===== src/rtl/pwm_timer_ctrl.sv =====
// Time base and double-buffered configuration front-end for pwm_gen.
// Prescaled up/down counter; shadow registers commit only on a counter wrap.
module pwm_timer_ctrl #(
    parameter int CNT_W   = 16,
    parameter int PRESC_W = 8
) (
    input  logic               i_clk,
    input  logic               i_rst,
    input  logic               i_cfg_en,
    input  logic               i_cfg_oneshot,
    input  logic               i_cfg_dir,
    input  logic [PRESC_W-1:0] i_cfg_prescale,
    input  logic [CNT_W-1:0]   i_cfg_period,
    input  logic [CNT_W-1:0]   i_cfg_compare1,
    input  logic [CNT_W-1:0]   i_cfg_compare2,
    input  logic [7:0]         i_cfg_functions,
    input  logic               i_cfg_load,
    input  logic               i_cfg_cnt_clr,
    output logic [CNT_W-1:0]   o_count_val,
    output logic [CNT_W-1:0]   o_period,
    output logic [CNT_W-1:0]   o_compare1,
    output logic [CNT_W-1:0]   o_compare2,
    output logic [7:0]         o_functions,
    output logic               o_pwm_en,
    output logic               o_wrap_pulse,
    output logic               o_load_pending,
    output logic               o_done
);

    // state | meaning
    // IDLE  | stopped, counter holds, pwm disabled
    // RUN   | prescaler and counter advance, pwm enabled
    // DONE  | one-shot finished, counter parked at start value
    typedef enum logic [1:0] {ST_IDLE, ST_RUN, ST_DONE} state_t;

    state_t r_state;
    state_t w_state_nxt;

    logic [CNT_W-1:0]   r_count;
    logic [PRESC_W-1:0] r_presc;
    logic [CNT_W-1:0]   r_period;
    logic [CNT_W-1:0]   r_compare1;
    logic [CNT_W-1:0]   r_compare2;
    logic [7:0]         r_functions;
    logic               r_pwm_en;
    logic               r_wrap_pulse;
    logic               r_load_pending;
    logic               r_done;

    logic               w_entry;
    logic               w_counting;
    logic               w_tick;
    logic               w_at_end;
    logic               w_wrap;
    logic               w_copy;
    logic [CNT_W-1:0]   w_period_nxt;
    logic [CNT_W-1:0]   w_start;

    assign w_entry    = (r_state == ST_IDLE) && i_cfg_en;
    assign w_counting = (r_state == ST_RUN) && i_cfg_en && !i_cfg_cnt_clr;
    // >= keeps a lowered prescale or period from running the full width before wrapping
    assign w_tick     = w_counting && (r_presc >= i_cfg_prescale);
    assign w_at_end   = i_cfg_dir ? (r_count == '0) : (r_count >= r_period);
    assign w_wrap     = w_tick && w_at_end;
    assign w_copy     = w_entry || (w_wrap && (r_load_pending || i_cfg_load));
    // a down-count reload uses the period being committed on the same wrap
    assign w_period_nxt = w_copy ? i_cfg_period : r_period;
    assign w_start      = i_cfg_dir ? r_period : '0;

    always_ff @(posedge i_clk) begin
        if (i_rst) r_state <= ST_IDLE;
        else       r_state <= w_state_nxt;
    end

    always_comb begin
        w_state_nxt = r_state;
        case (r_state)
            ST_IDLE: if (i_cfg_en) w_state_nxt = ST_RUN;
            ST_RUN: begin
                if (!i_cfg_en)                     w_state_nxt = ST_IDLE;
                else if (w_wrap && i_cfg_oneshot)  w_state_nxt = ST_DONE;
            end
            ST_DONE: begin
                if (!i_cfg_en)          w_state_nxt = ST_IDLE;
                else if (i_cfg_cnt_clr) w_state_nxt = ST_RUN;
            end
            default: w_state_nxt = ST_IDLE;
        endcase
    end

    always_ff @(posedge i_clk) begin
        if (i_rst) begin
            r_count        <= '0;
            r_presc        <= '0;
            r_period       <= '0;
            r_compare1     <= '0;
            r_compare2     <= '0;
            r_functions    <= '0;
            r_pwm_en       <= 1'b0;
            r_wrap_pulse   <= 1'b0;
            r_load_pending <= 1'b0;
            r_done         <= 1'b0;
        end else begin
            r_pwm_en     <= (w_state_nxt == ST_RUN);
            r_done       <= (w_state_nxt == ST_DONE);
            r_wrap_pulse <= w_wrap;

            if (i_cfg_cnt_clr) begin
                r_count <= w_start;
                r_presc <= '0;
            end else if (w_counting) begin
                r_presc <= w_tick ? '0 : r_presc + 1'b1;
                if (w_tick) begin
                    if (w_wrap)         r_count <= i_cfg_dir ? w_period_nxt : '0;
                    else if (i_cfg_dir) r_count <= r_count - 1'b1;
                    else                r_count <= r_count + 1'b1;
                end
            end

            if (w_copy) begin
                r_period    <= i_cfg_period;
                r_compare1  <= i_cfg_compare1;
                r_compare2  <= i_cfg_compare2;
                r_functions <= i_cfg_functions;
            end
            r_load_pending <= w_copy ? 1'b0 : (r_load_pending || i_cfg_load);
        end
    end

    assign o_count_val    = r_count;
    assign o_period       = r_period;
    assign o_compare1     = r_compare1;
    assign o_compare2     = r_compare2;
    assign o_functions    = r_functions;
    assign o_pwm_en       = r_pwm_en;
    assign o_wrap_pulse   = r_wrap_pulse;
    assign o_load_pending = r_load_pending;
    assign o_done         = r_done;

endmodule


===== config.mk =====
export PLATFORM = sky130hd
export DESIGN_NAME = pwm_timer_ctrl
export DESIGN_NICKNAME = d
export VERILOG_FILES = /design/src/rtl/pwm_timer_ctrl.sv
export SDC_FILE = /design/constraint.sdc
export NUM_CORES = 1
export LEC_CHECK = 0
export ABC_AREA = 1
export BUFFER_PORTS_ARGS = -buffer_cell sky130_fd_sc_hd__buf_2
export CORE_ASPECT_RATIO = 1.5
export CORE_MARGIN = 2
export CORE_UTILIZATION = 53
export CTS_CLUSTER_DIAMETER = 200
export DETAILED_ROUTE_END_ITERATION = 10
export PLACE_DENSITY = 0.89
export SLEW_MARGIN = 20
export SYNTH_ARGS = -nofsm -noshare
export SYNTH_HDL_FRONTEND = slang
export SYNTH_SLANG_ARGS = --single-unit

===== constraint.sdc =====
create_clock -name i_clk -period 2.41 [get_ports i_clk]
set_input_delay 0.482 -clock i_clk [delete_from_list [all_inputs] [get_ports i_clk]]
set_output_delay 0.482 -clock i_clk [all_outputs]
set_load 0.01 [all_outputs]

==> impl_metrics.tcl, run 1 <==
set metrics [dict create \
    status "finished clean" \
    drt_first_iter_violations 238 \
    hpwl_um 10800 \
    cp.arrival_ps 2540 \
    critPathBufInv 4 \
    hold_violations 0 \
    ant_nets 0 \
    clkTransAtPathRegs_ps 60 \
    dp_cells 989 \
    critical_path.max_stage_delay_ps 380 \
    fillers 803 \
    cp-end-kind "register" \
    skew_ps 7.66 \
    grt_max_degree 41 \
    slowest_stage "dfxtp_1" \
    maxCapViolations 0 \
    synth-seq-cells 86 \
    syn_avg_cell_area_um2 6.93 \
    drc_errors 0 \
    insertion_delay_ps 350 \
    p_clk_frac 0.368 \
    cts_tree "yes" \
    cts_root_buf "clkbuf_16" \
    start_util 0.547 \
    dp_slack_ps -59.2 \
    slew_viol_final 0 \
    p_leak_uw 0.00349 \
    finalWeightedCongestion 0.930 \
    irDropWorstVdd_mv 0.567 \
    rows 43 \
    antenna_cells 0 \
    power_switching_uw 1320 \
    multi_input_area_um2 2900 \
    fin_setup_tns_ps 0 \
    finalNonFillerCells 1008 \
    intPower_uw 2860 \
    crit_family "simple AND/OR/NAND/NOR gates" \
    synth_cell_types 38 \
    regArea_um2 1730 \
    finalWorstSetupSlack_ps 111 \
    area_growth_pct 25.4 \
    route.vias.total 5370 \
    grt_pass1_vias 5232 \
    crit_chain "inv_1 -> ha_1 -> nand2_1 -> inv_1 -> nand2_1 -> nor2_1 -> nor2_1 -> nand2_1 -> nand2_1 -> nand3_4 -> nand3_4 -> nand2_4 -> buf_12 -> buf_12 -> o21ai_0 -> nor2_1" \
    drive_gt1_frac 0.249 \
    wirelength_um 14600 \
    synthTopCellsByArea "dfxtp_1 (34%), nand2_1 (11%), ha_1 (9.6%)" \
    layout_commonest_cell "nand2_1" \
    maxSlewHeadroom 0.621 \
    power.density_nw_per_um2 656 \
    max_freq_mhz 435 \
    final_cell_mix "nand2_1 (149), buf_2 (146), nor2_1 (125)" \
    period_needed_ps 2300 \
    antenna_found_initial 0 \
    path_class "reg2reg" \
    drt_pass1_iterations 5 \
    critPathMaxFanout 23 \
    die_area_um2 10400 \
    syn_inst 735 \
    fin_crit_sh 0.954 \
    setup_viol 0 \
    hp-class "in2reg" \
    total_power_uw 4190 \
    wl_per_cell_um 14.5 \
    yosys_warnings 0 \
    p_comb_frac 0.246 \
    start_kind "register" \
    nNetsFinal 1002 \
    numPortBuffers 146 \
    tightest_slew_ps 567 \
    cts_sinks 86 \
    yosysSeqAreaShare 0.338 \
    viasPerCell 5.33 \
    grt-ovfl-total 0 \
    ioPinCount 147 \
    cts-buffers-inserted 9 \
    grt_pass1_wl_um 23400 \
    core_area_um2 9310 \
    cp.required_ps 2650 \
    synth_top_cell_by_area "dfxtp_1" \
    die_h_um 124 \
    track_usage 0.280 \
    sw_frac_of_total 0.317 \
    crit_path_frequent_cell "nand2_1" \
    synth_top_area_frac 0.338 \
    die_w_um 84.0 \
    seqPwrFrac 0.386 \
    synth_area_um2 5090 \
    syn_nets 846 \
    htreeDepth 3 \
    clk_path_buf_depth 2 \
]
[worst min-delay path, stage by stage]
cell and delay (ps):
buf_2 70, nor2_1 30, nor2_1 80
[cells in the mapped netlist]
cell type    n
nand2_4      2
nor3_2       1
nand3b_1     3
clkbuf_2     1
nand3_4      1
xor2_1      11
nor2_1     125
clkinv_1     1
o21bai_1     1
nand2_2      1
buf_2        7
a21boi_0     1
a21oi_1     48
nand3_2      3
o21ai_0     43
nand2_1    149
ha_1        39
a31oi_1      1
a21o_1       4
buf_1        1
inv_1       77
nor4_1       1
nand4_1      2
xnor2_1      4
a211oi_1     1
buf_6        7
o21ai_1     22
nor2_4       3
or2_2        1
nor2_8       2
inv_2        6
a21oi_2     11
nor3_1       6
fa_1         1
dfxtp_1     86
o31ai_1      3
nand3_1     49
clkbuf_1    10
[state kept, by name, indices dropped and copies added (netlist names)]
name / flops
o_compare1: 16
o_compare2: 16
o_count_val: 16
o_done: 1
o_functions: 8
o_load_pending: 1
o_period: 16
o_pwm_en: 1
o_wrap_pulse: 1
r_presc: 8
r_state: 2
[kinds of logic after synthesis]
family / after synthesis / share of synthesized area
AOI/OAI and AO/OA: 135 / 0.146
xor gates and xnor gates: 15 / 0.0258
adders and majority gates: 40 / 0.0998
buffers and inverters: 110 / 0.0934
DFF: 86 / 0.338
and+or+nand+nor: 349 / 0.297
[worst paths after layout]
kind	startpoint	to	slack [ps]	cells after the start
setup / recovery	o_period[4]	o_compare2[13]	110	16
hold / removal	i_cfg_functions[1]	o_functions[1]	360	3
setup reg to reg	o_period[4]	o_compare2[13]	110	16
hold reg to reg	o_compare2[1]	o_compare2[1]	490	2
[layout make-up]
type                    count  area share
clock buffers               9      0.0353
clock inverters             7      0.0157
inverters                  84      0.0494
multi-input cells         539       0.455
flip-flops and latches     86       0.271
well taps                 112      0.0220
repair buffers            171       0.152
[through the flow]
stage / utilization / hold slack [ps] / instance area, um^2
finish: 0.686 / 355 / 6380
detailed placement: 0.646 / 477 / 6020
floorplan: - / 483 / 5090
CTS: 0.681 / 348 / 6340
global route: 0.686 / 365 / 6380
global placement: 0.646 / 468 / 6020
[metal layers]
metal	up-vias	track usage	wire length (um)
li1	2679	-	-
met1	2368	0.293	5570
met2	264	0.501	7010
met3	59	0.0729	1270
met4	0	0.167	740
met5	-	0	0
[power by group through the flow]
stage / registers [uW] / logic, uW / clock network [uW]
2_1_floorplan: 1670 / 605 / 0
3_3_place_gp: 1640 / 977 / 0
3_5_place_dp: 1640 / 1000 / 0
4_1_cts: 1610 / 1010 / 1560
5_1_grt: 1620 / 1150 / 1610
6_report: 1620 / 1030 / 1540
[what timing repair did]
| action | 4_1_cts | 5_1_grt |
|---|---|---|
| resized for setup | 0 | 8 |
| setup buffers | 0 | 3 |
| endpoints found under the setup margin | 0 | 35 |
| hold buffers | 0 | 0 |
Power figures use the tool's default switching activity.
==> run 2: changes to the inputs <==
--- a/config.mk
+++ b/config.mk
@@ -9,10 +9,11 @@
 export BUFFER_PORTS_ARGS = -buffer_cell sky130_fd_sc_hd__buf_2
 export CORE_ASPECT_RATIO = 1.5
 export CORE_MARGIN = 2
-export CORE_UTILIZATION = 53
+export CORE_UTILIZATION = 54
+export CTS_BUF_LIST = sky130_fd_sc_hd__clkbuf_4 sky130_fd_sc_hd__clkbuf_8
 export CTS_CLUSTER_DIAMETER = 200
 export DETAILED_ROUTE_END_ITERATION = 10
-export PLACE_DENSITY = 0.89
+export PLACE_DENSITY = 0.91
 export SLEW_MARGIN = 20
 export SYNTH_ARGS = -nofsm -noshare
 export SYNTH_HDL_FRONTEND = slang
==> run 2 against run 1 <==
Against the previous run: fmax rose by 2.7%; clock-buffer cell count did not move; clock skew barely moved; non-clock buffer count rose by 7; global-route usage rose by 0.80 points; via count rose by 0.61%; hold slack got worse by 24 ps; die area fell by 1.8%; register-to-register slack improved by 60 ps; setup slack improved by 61 ps.
==> impl_metrics.tcl, run 2 (synthesis gave the netlist of run 1 again) <==
set metrics [dict create \
    setup_viol 0 \
    cp.arrival_ps 2490 \
    drive_gt1_frac 0.261 \
    power.density_nw_per_um2 589 \
    numPortBuffers 146 \
    crit_family "simple AND/OR/NAND/NOR gates" \
    wirelength_um 14700 \
    slowest_stage "dfxtp_1" \
    crit_chain "ha_1 -> a21oi_1 -> nor2_1 -> nor2_1 -> nand2_1 -> nor2_4 -> buf_4 -> inv_2 -> nand2_1 -> inv_2 -> nor2_8 -> inv_2 -> o21ai_0 -> a21oi_2" \
    start_kind "register" \
    finalWorstSetupSlack_ps 173 \
    tightest_slew_ps 639 \
    antenna_cells 0 \
    drt_pass1_iterations 7 \
    die_w_um 83.3 \
    maxCapViolations 0 \
    die_area_um2 10200 \
    worstHoldStart "i_cfg_functions[1]" \
    irDropWorstVdd_mv 0.518 \
    route.vias.total 5403 \
    clkTransAtPathRegs_ps 100 \
    critPathMaxFanout 16 \
    ant_nets 0 \
    cts_sinks 86 \
    fin_setup_tns_ps 0 \
    nNetsFinal 1009 \
    p_leak_uw 0.00349 \
    final_cell_mix "nand2_1 (148), buf_2 (146), nor2_1 (125)" \
    cp-startpoint "r_presc[5]" \
    total_power_uw 3770 \
    finalWeightedCongestion 0.995 \
    critPathBufInv 4 \
    clk_path_buf_depth 2 \
    htreeDepth 3 \
    cts_tree "yes" \
    hp-class "in2reg" \
    viasPerCell 5.32 \
    period_needed_ps 2240 \
    rows 43 \
    track_usage 0.288 \
    path_class "reg2reg" \
    start_util 0.553 \
    hpwl_um 11100 \
    skew_ps 7.46 \
    fillers 794 \
    insertion_delay_ps 370 \
    grt-ovfl-total 0 \
    wl_per_cell_um 14.5 \
    drc_errors 0 \
    maxSlewHeadroom 0.574 \
    antenna_found_initial 0 \
    die_h_um 123 \
    reg2reg_from "r_presc[5]" \
    ioPinCount 147 \
    critical_path.max_stage_delay_ps 410 \
    fin_crit_sh 0.928 \
    drt_first_iter_violations 263 \
    regArea_um2 1730 \
    grt_pass1_vias 5244 \
    cts_root_buf "clkbuf_8" \
    grt_max_degree 41 \
    hold_violations 0 \
    slew_viol_final 0 \
    cp.required_ps 2670 \
    crit_path_frequent_cell "inv_2" \
    cts-buffers-inserted 9 \
    cp-end-kind "register" \
    area_growth_pct 25.9 \
    status "finished clean" \
    layout_commonest_cell "nand2_1" \
    core_area_um2 9200 \
    max_freq_mhz 447 \
    multi_input_area_um2 2930 \
    grt_pass1_wl_um 23700 \
    dp_slack_ps -24.7 \
]
[run 2: changes by cell type in the layout (fill, tap and decap cells not counted), sizes merged]
cell,before,now
buf,171,177
bufinv,2,1
clkbuf,9,10
clkinv,2,4
inv,87,86
[run 2: worst register-to-register path: stages (launching register included)]
cell and delay, ps:
dfxtp_1 410, ha_1 270, a21oi_1 160, nor2_1 60, nor2_1 110, nand2_1 100
nor2_4 120, buf_4 140, inv_2 30, nand2_1 70, inv_2 70, nor2_8 90
inv_2 140, o21ai_0 300, a21oi_2 70
[run 2: path summary, 6_finish.rpt]
kind	slack, ps	end	depth (start not counted)
max	170	o_count_val[15]	14
min reg2reg	500	o_compare2[0]	2
min	330	o_functions[1]	3
max reg2reg	170	o_count_val[15]	14
[run 2: through the flow]
stage,instances,hold slack (ps),util,area [um^2]
after floorplan,735,483,-,5090
after global placement,996,472,0.664,6110
after detailed placement,996,479,0.664,6110
after CTS,1012,315,0.687,6320
after global routing,1015,313,0.696,6410
final,1015,331,0.696,6410
[run 2: area by class of cell]
cell class | count | share of cell area
clock buffer | 9 | 0.0193
clock inverter | 7 | 0.0141
inverter | 84 | 0.0492
multi-input combinational | 539 | 0.457
sequential | 86 | 0.270
tap | 112 | 0.0219
timing repair buffer | 178 | 0.169
[run 2: where the power goes]
| group | internal, uW | switching (uW) | leakage [uW] |
|---|---|---|---|
| Clock | 503 | 605 | 0.000108 |
| Sequential | 1530 | 84.5 | 0.000713 |
| Combinational | 435 | 620 | 0.00267 |
[run 2: what timing repair did]
| action | in CTS | in global routing |
|---|---|---|
| setup endpoints to repair | 0 | 56 |
| resized for setup | 0 | 13 |
| hold endpoints to repair | 0 | 0 |
| buffers inserted | 0 | 2 |
| hold buffers | 0 | 0 |
[run 2: metal layers]
metal / routed length (um) / global-route usage / up-vias
li1: - / - / 2701
met1: 5620 / 0.309 / 2395
met2: 7300 / 0.509 / 242
met3: 1080 / 0.0674 / 65
met4: 735 / 0.183 / 0
met5: 0 / 0 / -
==> run 3: changes to the inputs <==
--- a/config.mk
+++ b/config.mk
@@ -6,14 +6,15 @@
 export NUM_CORES = 1
 export LEC_CHECK = 0
 export ABC_AREA = 1
+export ABC_CLOCK_PERIOD_IN_PS = 1800
 export BUFFER_PORTS_ARGS = -buffer_cell sky130_fd_sc_hd__buf_2
 export CORE_ASPECT_RATIO = 1.5
 export CORE_MARGIN = 2
-export CORE_UTILIZATION = 54
+export CORE_UTILIZATION = 49
 export CTS_BUF_LIST = sky130_fd_sc_hd__clkbuf_4 sky130_fd_sc_hd__clkbuf_8
 export CTS_CLUSTER_DIAMETER = 200
 export DETAILED_ROUTE_END_ITERATION = 10
-export PLACE_DENSITY = 0.91
+export PLACE_DENSITY = 0.87
 export SLEW_MARGIN = 20
 export SYNTH_ARGS = -nofsm -noshare
 export SYNTH_HDL_FRONTEND = slang
==> constraint.sdc (replaced) <==
create_clock -name i_clk -period 1.8 [get_ports i_clk]
set_input_delay 0.36 -clock i_clk [delete_from_list [all_inputs] [get_ports i_clk]]
set_output_delay 0.36 -clock i_clk [all_outputs]
set_load 0.01 [all_outputs]
==> run 3 against run 2 <==
Against the previous run: the flow now finishes with violations (DRC, setup timing); flip-flop and latch count unchanged; setup slack lost 630 ps; register-to-register slack got worse by 630 ps; final area rose by 21%; global-route usage is 0.78 points higher; via count up 11%; final cell count is 9.2% higher.
==> impl_metrics.tcl, run 3 (synthesis gave the netlist of run 1 again) <==
set metrics [dict create \
    wl_met2_um 9200 \
    viasPerCell 5.43 \
    finalWeightedCongestion 1.04 \
    worstHoldStart "i_cfg_functions[6]" \
    tightest_slew_ps 506 \
    dp_slack_ps -536 \
    nNetsFinal 1097 \
    place_area_um2 7030 \
    ioPinCount 147 \
    fin_setup_tns_ps -26930 \
    total_power_uw 5530 \
    cp-end-kind "register" \
    final_cell_mix "buf_2 (146), nand2_1 (111), nor2_1 (110)" \
    start_util 0.502 \
    finalNonFillerCells 1108 \
    cts_sinks 86 \
    skew_ps 12.6 \
    grt_pass1_wl_um 26400 \
    rsz0062_at_grt "yes" \
    setup_viol 79 \
    drt_first_iter_violations 432 \
    hold_buffers 0 \
    drt_pass1_iterations 9 \
    die_area_um2 11200 \
    maxSlewHeadroom 0.662 \
    fin_crit_sh 1.26 \
    clk_path_buf_depth 2 \
    violations "DRC, setup timing" \
    hpwl_um 12000 \
    drc_errors 1 \
    clkTransAtPathRegs_ps 90 \
    die_w_um 87.2 \
    finalWorstSetupSlack_ps -459 \
    grt_max_degree 57 \
    cts_tree "yes" \
    status "complete, but fails checks" \
    hp-class "in2reg" \
    dp_cells 1080 \
    antenna_found_initial 1 \
    path_class "reg2reg" \
    cp.required_ps 2100 \
    core_area_um2 10100 \
    cp-startpoint "o_count_val[3]" \
    critPathMaxFanout 6 \
    track_usage 0.296 \
    cp.arrival_ps 2560 \
    fin_area_um2 7780 \
    p_leak_uw 0.00408 \
    reg2reg_from "o_count_val[3]" \
    wl_met1_um 6400 \
    insertion_delay_ps 370 \
    grt-ovfl-total 0 \
    route.met3.wl_um 1350 \
    start_kind "register" \
    wirelength_um 18000 \
    drive_gt1_frac 0.469 \
    die_h_um 129 \
    period_needed_ps 2260 \
    route.vias.total 6018 \
    rows 45 \
    area_growth_pct 52.8 \
    grt_pass1_vias 5870 \
    cts_root_buf "clkbuf_8" \
    numPortBuffers 146 \
    antenna_cells 0 \
    max_freq_mhz 443 \
    wl_per_cell_um 16.2 \
    ant_nets 0 \
    irDropWorstVdd_mv 0.715 \
    maxCapViolations 0 \
    routed.top_layer "met5" \
    layout_commonest_cell "buf_2" \
    cts-buffers-inserted 9 \
    hold_violations 0 \
    slew_viol_final 0 \
    power.density_nw_per_um2 711 \
    htreeDepth 3 \
]
-- run 3: metrics by stage --
stage	util	hold slack, ps
4_1_cts	0.725	204
2_1_floorplan	-	429
3_3_place_gp	0.693	470
6_report	0.768	213
3_5_place_dp	0.693	477
5_1_grt	0.768	215
-- run 3: path summary, 6_finish.rpt --
path / to / slack (ps) / depth (start not counted)
setup / recovery: o_count_val[14] / -460 / 15
setup reg to reg: o_count_val[14] / -460 / 15
hold reg to reg: o_compare1[3] / 500 / 2
hold / removal: o_functions[6] / 210 / 3
-- run 3: final cells by class --
type	instances	area, um^2
clock buffer	12	159
tap	117	146
multi-input combinational	539	3500
timing repair buffer	266	1830
fill	667	2350
sequential	86	1760
inverter	84	335
clock inverter	4	52.6
-- run 3: power breakdown --
group,total [uW],switching [uW],leakage (uW),internal (uW)
registers,2160,105,0.000722,2050
logic,1910,1060,0.00325,851
clock network,1470,727,0.000110,739
-- run 3: routing by layer --
layer / vias up / track usage
li1: 2877 / -
met1: 2738 / 0.309
met2: 311 / 0.542
met3: 90 / 0.0641
met4: 2 / 0.153
met5: - / 0
-- run 3: worst max-delay path, stage by stage (launching register included) --
cell	delay (ps)
dfxtp_2	420
ha_4	230
nand4_1	120
nor2_1	70
nor2_1	150
nand2_2	130
nand2_2	100
nand3_4	110
nand3_4	150
nand2_8	110
buf_12	180
nand2_4	70
nand3_4	60
nand2_2	90
nand2_2	60
a21oi_2	140
-- run 3: timing repair --
item,CTS,global route
gates resized for setup,22,84
pin swaps,3,40
cloned,0,3
endpoints found under the setup margin,75,81
setup buffers,4,5
